### src/rtl/tmds_pkg.sv
// Shared TMDS definitions: control symbols, disparity counter width and a
// byte popcount used by both encoder stages.
package tmds_pkg;

  localparam logic [9:0] TMDS_CTRL_00 = 10'h354;
  localparam logic [9:0] TMDS_CTRL_01 = 10'h0AB;
  localparam logic [9:0] TMDS_CTRL_10 = 10'h154;
  localparam logic [9:0] TMDS_CTRL_11 = 10'h2AB;

  localparam int TMDS_CNT_W = 5;

  function automatic logic [3:0] popcount8(input logic [7:0] v);
    logic [3:0] s;
    s = '0;
    for (int i = 0; i < 8; i++) begin
      s = s + {3'b000, v[i]};
    end
    return s;
  endfunction

endpackage

### src/rtl/tmds_qm_stage.sv
// TMDS stage 1: transition-minimised 9-bit word q_m, registered together
// with vde and ctrl so stage 2 sees an aligned set.
module tmds_qm_stage
  import tmds_pkg::*;
(
  input  logic       clk,
  input  logic       rst_n,
  input  logic       ce,
  input  logic       vde,
  input  logic [7:0] din,
  input  logic [1:0] ctrl,
  output logic [8:0] qm_q,
  output logic       vde_q,
  output logic [1:0] ctrl_q
);

  logic [3:0] n1;
  logic       use_xnor;
  logic       acc;
  logic [8:0] qm_new;
  logic [8:0] qm_d;
  logic       vde_d;
  logic [1:0] ctrl_d;

  always_comb begin
    n1       = popcount8(din);
    use_xnor = (n1 > 4'd4) || ((n1 == 4'd4) && !din[0]);
    qm_new   = '0;
    acc      = din[0];
    qm_new[0] = acc;
    for (int i = 1; i < 8; i++) begin
      acc       = use_xnor ? ~(acc ^ din[i]) : (acc ^ din[i]);
      qm_new[i] = acc;
    end
    qm_new[8] = ~use_xnor;

    qm_d   = ce ? qm_new : qm_q;
    vde_d  = ce ? vde    : vde_q;
    ctrl_d = ce ? ctrl   : ctrl_q;
  end

  always_ff @(posedge clk) begin
    if (!rst_n) begin
      qm_q   <= '0;
      vde_q  <= 1'b0;
      ctrl_q <= 2'b00;
    end else begin
      qm_q   <= qm_d;
      vde_q  <= vde_d;
      ctrl_q <= ctrl_d;
    end
  end

endmodule

### src/rtl/tmds_encoder.sv
// Per-channel DVI TMDS 8b/10b encoder: stage 1 minimises transitions,
// stage 2 applies running-disparity DC balance or emits control symbols.
module tmds_encoder
  import tmds_pkg::*;
#(
  parameter logic [9:0] RST_SYMBOL = 10'h354
) (
  input  logic       clk,
  input  logic       rst_n,
  input  logic       ce,
  input  logic       vde,
  input  logic [7:0] din,
  input  logic [1:0] ctrl,
  output logic [9:0] dout,
  output logic       dout_vde
);

  logic [8:0]            s1_qm;
  logic                  s1_vde;
  logic [1:0]            s1_ctrl;

  logic [3:0]            n1q;
  logic [TMDS_CNT_W-1:0] disp;
  logic                  cnt_pos;
  logic                  cnt_neg;

  logic [9:0]            dout_q, dout_d;
  logic                  dout_vde_q, dout_vde_d;
  logic [TMDS_CNT_W-1:0] cnt_q, cnt_d;

  tmds_qm_stage u_qm (
    .clk    (clk),
    .rst_n  (rst_n),
    .ce     (ce),
    .vde    (vde),
    .din    (din),
    .ctrl   (ctrl),
    .qm_q   (s1_qm),
    .vde_q  (s1_vde),
    .ctrl_q (s1_ctrl)
  );

  // disp = n1q - n0q = 2*n1q - 8; modular 5-bit math is exact because the
  // balancing rules keep cnt within -10..+10.
  always_comb begin
    n1q     = popcount8(s1_qm[7:0]);
    disp    = {n1q, 1'b0} - 5'd8;
    cnt_neg = cnt_q[TMDS_CNT_W-1];
    cnt_pos = !cnt_q[TMDS_CNT_W-1] && (cnt_q != '0);

    dout_d     = dout_q;
    dout_vde_d = dout_vde_q;
    cnt_d      = cnt_q;

    if (ce) begin
      dout_vde_d = s1_vde;
      if (!s1_vde) begin
        cnt_d = '0;
        case (s1_ctrl)
          2'b00:   dout_d = TMDS_CTRL_00;
          2'b01:   dout_d = TMDS_CTRL_01;
          2'b10:   dout_d = TMDS_CTRL_10;
          default: dout_d = TMDS_CTRL_11;
        endcase
      end else if ((cnt_q == '0) || (n1q == 4'd4)) begin
        dout_d = {~s1_qm[8], s1_qm[8], s1_qm[8] ? s1_qm[7:0] : ~s1_qm[7:0]};
        cnt_d  = s1_qm[8] ? (cnt_q + disp) : (cnt_q - disp);
      end else if ((cnt_pos && (n1q > 4'd4)) || (cnt_neg && (n1q < 4'd4))) begin
        dout_d = {1'b1, s1_qm[8], ~s1_qm[7:0]};
        cnt_d  = cnt_q + {3'b000, s1_qm[8], 1'b0} - disp;
      end else begin
        dout_d = {1'b0, s1_qm[8], s1_qm[7:0]};
        cnt_d  = cnt_q - {3'b000, ~s1_qm[8], 1'b0} + disp;
      end
    end
  end

  always_ff @(posedge clk) begin
    if (!rst_n) begin
      dout_q     <= RST_SYMBOL;
      dout_vde_q <= 1'b0;
      cnt_q      <= '0;
    end else begin
      dout_q     <= dout_d;
      dout_vde_q <= dout_vde_d;
      cnt_q      <= cnt_d;
    end
  end

  assign dout     = dout_q;
  assign dout_vde = dout_vde_q;

endmodule

### config.mk
export PLATFORM = sky130hd
export DESIGN_NAME = tmds_encoder
export DESIGN_NICKNAME = d
export VERILOG_FILES = /design/src/rtl/tmds_pkg.sv /design/src/rtl/tmds_qm_stage.sv /design/src/rtl/tmds_encoder.sv
export SDC_FILE = /design/constraint.sdc
export NUM_CORES = 1
export LEC_CHECK = 0
export ABC_AREA = 1
export BUFFER_PORTS_ARGS = -buffer_cell sky130_fd_sc_hd__buf_2
export CAP_MARGIN = 20
export CORE_UTILIZATION = 54
export CTS_CLUSTER_SIZE = 14
export DETAILED_ROUTE_END_ITERATION = 7
export HOLD_SLACK_MARGIN = 0.05
export PLACE_DENSITY = 0.77
export SYNTH_ARGS = -nofsm -noshare
export SYNTH_HDL_FRONTEND = slang
export SYNTH_HIERARCHICAL = 1
export SYNTH_SLANG_ARGS = --single-unit
### constraint.sdc
create_clock -name clk -period 3.7 [get_ports clk]
set_input_delay 0.555 -clock clk [delete_from_list [all_inputs] [get_ports clk]]
set_output_delay 0.555 -clock clk [all_outputs]
set_load 0.03 [all_outputs]
==> reports/metrics.cfg, run 1 <==
[run_status]
run_status = finished with violations
violated_checks = setup timing

[sta]
finalCritPeriodShare_pct = 112.8
clock-skew-final_ps = 11.68
tightestPinTransition_ps = 753.7
worst_slew_margin_rel_pct = 49.33
rsz0062_at_grt = true
worst_hold_slack_across_all_endpoints_ps = 470.3
final-setup-viol-count = 13
timing.final.crit_period_ps = 4173
timing.final.ws_setup_ps = -472.8
clock.fmax_mhz = 239.7
timing_max_transition_violations_final = 0
finalHoldViolCount = 0

[global_route]
grt_pass1_wl_um = 10540
first_global_vias = 2471
grt_max_degree = 28
grt_overall_usage_pct = 26.26
grt.overflow.total = 0
antenna_found_initial = 0

[floorplanning]
die_height_um = 70.06
rows = 24
die_x_um = 70.06
die-area_sq_um = 4908
core-area_sq_um = 4414
initial_core_utilization_pct = 56.66
io_pins = 25

[placed_design]
buffer_ports.inserted = 24
dpl.hpwl_um = 4700
place_ws_ps = -556.8
gp_routability_congestion = 0.8961
place_area_sq_um = 2934
dpl.cell_count = 456

[clock_network]
numClockSinks = 27
clk_pin_slew_ps = 110
clock_insertion_delay_worst_skew_ps = 290
cts.hold.buffers_added = 0
h_tree_depth = 1
cts_root_buffer = sky130_fd_sc_hd__clkbuf_8
tritoncts = yes
clock_tree.buffer_depth = 2
cts_inserted_buffers = 3

[route]
drt_pre_antenna_iters = 4
drt-total-wl_um = 6447
drt-vias-per-instance = 5.260
drt_iter0_drc = 142
post_route_drc_violation_count = 0
count_of_antenna_violating_nets_left_after_detailed_routing = 0
average_wire_per_standard_cell_um = 13.72
via_count = 2472

[yosys]
yosysWarnings = 6
synth_seq_cells = 27
synthesis.nets = 408
postSynthAreaPerCell_sq_um = 7.006
yosys.cell_types.count = 29
syn-instance-count = 357
mappedNetlistArea_sq_um = 2501
sequential_fraction_of_the_synthesis_area_pct = 21.61

[run]
drv.max_cap_violation_count = 0

[worst_setup_path]
crit_path_max_incr_delay_ps = 520
kind_of_start_point_of_the_critical_path = flip-flop
crit_slowest_cell = sky130_fd_sc_hd__fa_1
arrival_ps = 4390
critical-path-top-cell-by-count = sky130_fd_sc_hd__fa_1
worstPathCellList = fa_1, inv_1, fa_1, fa_1, inv_1, ha_2, fa_1, inv_2, ha_4, inv_4, nand2_2, xor2_1, ha_1, nand2_1, nand3_2, inv_2, nand2_2, nand2_1, nand2_1, nand3_1, nand3_1, a21oi_1
timing.reg2reg.worst_path_depth = 22
worstSetupPathType = flip-flop to flip-flop
cp-end-kind = flip-flop
required_ps = 3920
crit_fanout = 3

[layout]
fraction_of_layout_instances_using_a_drive_strength_above_1_pct = 35.89
final_net_count = 470
layoutNonFillerInstCount = 470
number_of_filler_cells_placed_in_the_layout = 332
insertedDiodeCount = 0
stdcell_area_sq_um = 3324
areaGrowthSynthToFinish_pct = 32.92

[worst_hold_path]
worstHoldPathCells = 2
class_of_the_most_critical_hold_timing_path = flip-flop to flip-flop

[power_and_ir_drop]
irDropWorstVdd_v = 0.0003548
p_leak_nw = 1.707
power-per-cell-area_nw_per_um2 = 749.9

[critical path, delay by kind of cell, from the launching register on]
family	cells	cell delay, ps
xor+xnor	1	170
simple gates	8	520
compound gates	1	130
fa+ha+maj	7	2650
buf+inv	5	300
flops	1	350
[flip-flops by register name, summed over array words and instances, names as in the netlist]
name / count
cnt_q: 4
dout_vde: 1
u_qm/qm_q: 9
u_qm/vde_q: 1
dout: 10
u_qm/ctrl_q: 2
[stage by stage]
| stage | TNS [ps] | utilization, % | power (mW) |
|---|---|---|---|
| final | -3303 | 75.31 | 2.493 |
| after global routing | -6231 | 75.31 | 2.719 |
| after CTS | -4006 | 71.51 | 2.276 |
| after detailed placement | -4740 | 66.47 | 1.919 |
| after global placement | -3572 | 66.47 | 1.846 |
| after floorplan | -1316 | - | 1.429 |
[routing by layer]
layer / global-route usage [%] / vias up / routed length [um]
li1: - / 1243 / -
met1: 31.58 / 1178 / 2684
met2: 49.15 / 39 / 3459
met3: 3.608 / 12 / 165
met4: 5.778 / 0 / 139
met5: 0 / - / 0
[cells by family (layout without fill, tap and decap cells)]
family          after synthesis  in the layout  share of synthesized area (%)
buf+inv                      78            139                          12.46
flops                        27             27                          21.61
compound gates               44             44                          9.505
fa+ha+maj                    37             37                          22.41
simple gates                165            165                          31.92
xor+xnor                      6              6                          2.101
[cell usage after synthesis]
library cell | count | area share [%]
sky130_fd_sc_hd__fa_1 | 13 | 10
sky130_fd_sc_hd__nand3_1 | 38 | 7.6
sky130_fd_sc_hd__and2_1 | 1 | 0.25
sky130_fd_sc_hd__o31ai_1 | 1 | 0.30
sky130_fd_sc_hd__a221o_1 | 1 | 0.40
sky130_fd_sc_hd__nand2_2 | 9 | 2.3
sky130_fd_sc_hd__o21ai_0 | 17 | 3.4
sky130_fd_sc_hd__nand3b_1 | 7 | 2.1
sky130_fd_sc_hd__buf_4 | 1 | 0.30
sky130_fd_sc_hd__xnor2_1 | 2 | 0.70
sky130_fd_sc_hd__o211ai_1 | 1 | 0.30
sky130_fd_sc_hd__buf_2 | 1 | 0.20
sky130_fd_sc_hd__nor2_2 | 1 | 0.25
sky130_fd_sc_hd__a21oi_1 | 22 | 4.4
sky130_fd_sc_hd__nand3_2 | 6 | 2.4
sky130_fd_sc_hd__inv_4 | 1 | 0.25
sky130_fd_sc_hd__o311ai_0 | 1 | 0.35
sky130_fd_sc_hd__nand2_4 | 5 | 2.3
sky130_fd_sc_hd__nor2_1 | 20 | 3.0
sky130_fd_sc_hd__or2_1 | 1 | 0.25
sky130_fd_sc_hd__o21ai_2 | 1 | 0.35
sky130_fd_sc_hd__dfxtp_1 | 27 | 22
sky130_fd_sc_hd__clkbuf_1 | 2 | 0.30
sky130_fd_sc_hd__xor2_1 | 4 | 1.4
sky130_fd_sc_hd__inv_2 | 3 | 0.45
sky130_fd_sc_hd__buf_8 | 1 | 0.60
sky130_fd_sc_hd__ha_1 | 24 | 12
sky130_fd_sc_hd__inv_1 | 69 | 10
sky130_fd_sc_hd__nand2_1 | 77 | 12
[power by group]
part	internal, mW	switching, mW
Sequential	0.323	0.0313
Clock	0.0793	0.104
Combinational	0.930	1.03
[repair_timing]
| action | CTS | global route |
|---|---|---|
| resized for setup | 31 | 37 |
| pin swaps | 23 | 16 |
| setup buffers | 10 | 4 |
| endpoints found under the setup margin | 13 | 15 |
[area by class of cell]
| class | count | area, sq um | area share [%] |
|---|---|---|---|
| Inverter | 73 | 279.0 | 8.393 |
| Clock inverter | 1 | 8.758 | 0.2635 |
| Sequential cell | 27 | 543.0 | 16.33 |
| Clock buffer | 3 | 41.29 | 1.242 |
| Timing Repair Buffer | 62 | 459.2 | 13.81 |
| Tap cell | 52 | 65.06 | 1.957 |
| Multi-Input combinational cell | 252 | 1928 | 58.00 |
[cells in the final DEF, fill, tap and decap left out, drive strengths merged]
cell | netlist | layout
nand2 | 91 | 91
inv | 73 | 74
buf | 3 | 62
nand3 | 44 | 44
dfxtp | 27 | 27
ha | 24 | 24
a21oi | 22 | 22
nor2 | 21 | 21
o21ai | 18 | 18
fa | 13 | 13
nand3b | 7 | 7
xor2 | 4 | 4
clkbuf | 2 | 3
xnor2 | 2 | 2
and2 | 1 | 1
or2 | 1 | 1
o31ai | 1 | 1
o311ai | 1 | 1
a221o | 1 | 1
o211ai | 1 | 1
[worst paths after layout]
check	start	end	slack (ps)
hold reg to reg	dout_vde	dout_vde	470
setup reg to reg	u_qm/qm_q[0]	cnt_q[4]	-470
setup / recovery	u_qm/qm_q[0]	cnt_q[4]	-470
hold / removal	dout_vde	dout_vde	470
No activity file was read; power rests on OpenSTA's default activity.
==> run 2, diff against run 1 <==
--- a/config.mk
+++ b/config.mk
@@ -8,12 +8,11 @@
 export ABC_AREA = 1
 export BUFFER_PORTS_ARGS = -buffer_cell sky130_fd_sc_hd__buf_2
 export CAP_MARGIN = 20
-export CORE_UTILIZATION = 54
+export CORE_UTILIZATION = 25
 export CTS_CLUSTER_SIZE = 14
 export DETAILED_ROUTE_END_ITERATION = 7
 export HOLD_SLACK_MARGIN = 0.05
-export PLACE_DENSITY = 0.77
+export PLACE_DENSITY = 0.42
 export SYNTH_ARGS = -nofsm -noshare
 export SYNTH_HDL_FRONTEND = slang
-export SYNTH_HIERARCHICAL = 1
 export SYNTH_SLANG_ARGS = --single-unit
==> run 2 against run 1 <==
Net effect:
- the run still ends with setup timing left
- synthesized cell count is 5.9% lower
- critical path depth decreased by 2
- first-iteration DRC count shrank 46%
- routed wire length shrank 5.5%
- utilization decreased by 41 points
- count of clock-buffer cells in the layout increased by 1
- synthesized area is 3.8% lower
- fmax increased by 0.44%
==> reports/metrics.cfg, run 2 <==
[layout]
most-common-layout-cells = sky130_fd_sc_hd__nand2_1 (66), sky130_fd_sc_hd__inv_1 (53), sky130_fd_sc_hd__buf_4 (36)
layout_commonest_cell = sky130_fd_sc_hd__nand2_1
fraction_of_layout_instances_using_a_drive_strength_above_1_pct = 30.48
final_net_count = 450
areaGrowthSynthToFinish_pct = 33.44
number_of_filler_cells_placed_in_the_layout = 1028
register_area_sq_um = 541.8
layoutNonFillerInstCount = 526
largest_register_ff_count = 10
finish.utilization_pct = 34.58
multi_input_area_sq_um = 1784
insertedDiodeCount = 0

[power_and_ir_drop]
p_comb_share_pct = 77.1
power.internal_mw = 1.245
power-per-cell-area_nw_per_um2 = 712.6
p_seq_share_pct = 15.4
power_mw = 2.288
p_sw_mw = 1.042
clock_power_share_pct = 7.5
p_leak_nw = 1.583
p_sw_share_pct = 45.56
irDropWorstVdd_v = 0.0001914

[floorplanning]
die_x_um = 100.1
initial_core_utilization_pct = 25.92
die_height_um = 100.1
die-area_sq_um = 10020
io_pins = 25
rows = 35
core-area_sq_um = 9284

[worst_setup_path]
critical_path.reg2reg.startpoint = u_qm.qm_q[0]
kind_of_start_point_of_the_critical_path = flip-flop
reg2reg_to = cnt_q[4]
worstSetupPathType = flip-flop to flip-flop
critical_path_buf_inv_count = 3
arrival_ps = 4320
required_ps = 3860
cp-end-kind = flip-flop
crit_fanout = 4
crit_slowest_cell = sky130_fd_sc_hd__fa_2
timing.reg2reg.worst_path_depth = 20
setup.reg_to_reg.worst_slack_ps = -450
path_depth = 20
critPathTopFamily = adder cells
crit_path_max_incr_delay_ps = 570
worstPathCellList = fa_1, inv_1, fa_1, fa_1, inv_2, ha_4, fa_2, inv_4, ha_4, nor2_4, xor2_1, ha_1, a21oi_2, nand2_1, nand2_1, nand2_1, nand3_1, nand3_1, nand3_1, a21oi_1

[yosys]
async_reset_ff_share_pct = 0
postSynthAreaPerCell_sq_um = 7.161
synth.most_common_cell = sky130_fd_sc_hd__nand2_1
yosysWarnings = 0
synth_edf_count = 0
sequential_fraction_of_the_synthesis_area_pct = 22.46
mappedNetlistArea_sq_um = 2406
yosys.cell_types.count = 33
post_synth_top_area_share_pct = 22.46
yosys-top-cells-count = sky130_fd_sc_hd__nand2_1 (72), sky130_fd_sc_hd__inv_1 (59), sky130_fd_sc_hd__nand3_1 (35)
yosys.area.top_type = sky130_fd_sc_hd__dfxtp_1
syn-instance-count = 336
synth_seq_cells = 27
ys.flop_type = sky130_fd_sc_hd__dfxtp_1
ys_top_cells_by_area = sky130_fd_sc_hd__dfxtp_1 (22%), sky130_fd_sc_hd__ha_1 (13%), sky130_fd_sc_hd__nand2_1 (11%), sky130_fd_sc_hd__fa_1 (11%), sky130_fd_sc_hd__inv_1 (9.2%)
synthesis.nets = 388

[worst_hold_path]
class_of_the_most_critical_hold_timing_path = flip-flop to flip-flop
min_from = dout_vde
worstHoldPathCells = 2
hold_path_sink = dout_vde

[sta]
rsz0062_at_grt = true
tightestPinTransition_ps = 848.7
worst_hold_slack_across_all_endpoints_ps = 469.2
finalHoldViolCount = 0
clock-skew-final_ps = 2.325
final-setup-viol-count = 13
worst_slew_margin_rel_pct = 42.93
timing_max_transition_violations_final = 0
finalCritPeriodShare_pct = 112.3
clock.fmax_mhz = 240.7
timing.final.crit_period_ps = 4154
timing.final.ws_setup_ps = -454.3

[route]
average_wire_per_standard_cell_um = 11.58
count_of_antenna_violating_nets_left_after_detailed_routing = 0
drt_pre_antenna_iters = 4
drt-vias-per-instance = 4.287
drt_iter0_drc = 76
via_count = 2255
post_route_drc_violation_count = 0
drt-total-wl_um = 6093

[clock_network]
h_tree_depth = 1
cts.hold.buffers_added = 0
clock_insertion_delay_worst_skew_ps = 270
clk_pin_slew_ps = 90
clock_tree.buffer_depth = 2
tritoncts = yes
cts_inserted_buffers = 3
numClockSinks = 27
cts_root_buffer = sky130_fd_sc_hd__clkbuf_8

[global_route]
grt.overflow.total = 0
grt_overall_usage_pct = 13.00
grt_max_degree = 28
antenna_found_initial = 0
grt_pass1_wl_um = 10420
first_global_vias = 2120

[placed_design]
dpl.hpwl_um = 4949
buffer_ports.inserted = 24
gp_routability_congestion = 0.7397
place_ws_ps = -467.4
dpl.cell_count = 512

[run_status]
violated_checks = setup timing
run_status = finished with violations

[run]
drv.max_cap_violation_count = 0

[run 2: cell types whose count changed after synthesis, moves of 2 or more]
cell / change
sky130_fd_sc_hd__o21ai_0: +3
sky130_fd_sc_hd__nand2_4: -4
sky130_fd_sc_hd__a21oi_1: +7
sky130_fd_sc_hd__clkbuf_1: +2
sky130_fd_sc_hd__nand2_1: -5
sky130_fd_sc_hd__nor2_1: -11
sky130_fd_sc_hd__o21ai_1: +3
sky130_fd_sc_hd__nand3b_1: -6
sky130_fd_sc_hd__nand3_1: -3
sky130_fd_sc_hd__inv_1: -10
[run 2: worst register-to-register path: cells and delay by family, from the launching register on]
family          cells  cell delay [ps]
xor+xnor            1              170
fa+ha+maj           7             2640
simple gates        7              500
compound gates      2              240
flops               1              340
buf+inv             3              160
[run 2: cell families after synthesis]
group,after synthesis,synth area share (%)
and+or+nand+nor,135,26.57
buffers and inverters,71,11.70
AOI/OAI and AO/OA,58,12.90
adders and majority gates,38,23.82
DFF,27,22.46
xor gates and xnor gates,7,2.548
[run 2: repair_timing]
action	CTS	global route
resized for setup	10	24
buffers inserted	5	5
setup endpoints to repair	13	16
endpoints found under the hold margin	0	0
gates cloned	1	0
pin swaps	8	9
[run 2: worst max-delay path by stage]
stage | start | to | slack, ps
global placement | u_qm.qm_q[0] | cnt_q[4] | -430
finish | u_qm.qm_q[0] | cnt_q[4] | -450
CTS | u_qm.qm_q[0] | cnt_q[4] | -450
detailed placement | u_qm.qm_q[0] | cnt_q[4] | -470
floorplan | u_qm.qm_q[0] | cnt_q[4] | -260
global route | u_qm.qm_q[0] | cnt_q[4] | -610
[run 2: power groups by stage]
stage	registers (mW)	clock network [mW]	logic (mW)
after floorplan	0.373	0	1.02
after global placement	0.360	0	1.50
after detailed placement	0.359	0	1.51
after CTS	0.352	0.177	1.65
after global routing	0.358	0.193	1.98
final	0.353	0.172	1.76
[run 2: area by class of cell]
cell class / instances / share of cell area (%)
clock buffer: 4 / 1.403
inverter: 64 / 7.638
multi-input combinational: 239 / 55.57
sequential: 27 / 16.87
tap: 129 / 5.027
timing repair buffer: 63 / 13.48
[run 2: layer usage]
layer	wire length, um	global-route usage (%)
met1	3097	18.13
met4	0	1.338
met5	0	0
met3	130	1.532
met2	2866	22.28
[run 2: stage by stage]
| step | TNS, ps | area [sq um] |
|---|---|---|
| final | -3861 | 3211 |
| after floorplan | -1101 | 2475 |
| after CTS | -4445 | 3085 |
| after global routing | -6027 | 3211 |
| after global placement | -4890 | 2943 |
| after detailed placement | -5058 | 2943 |
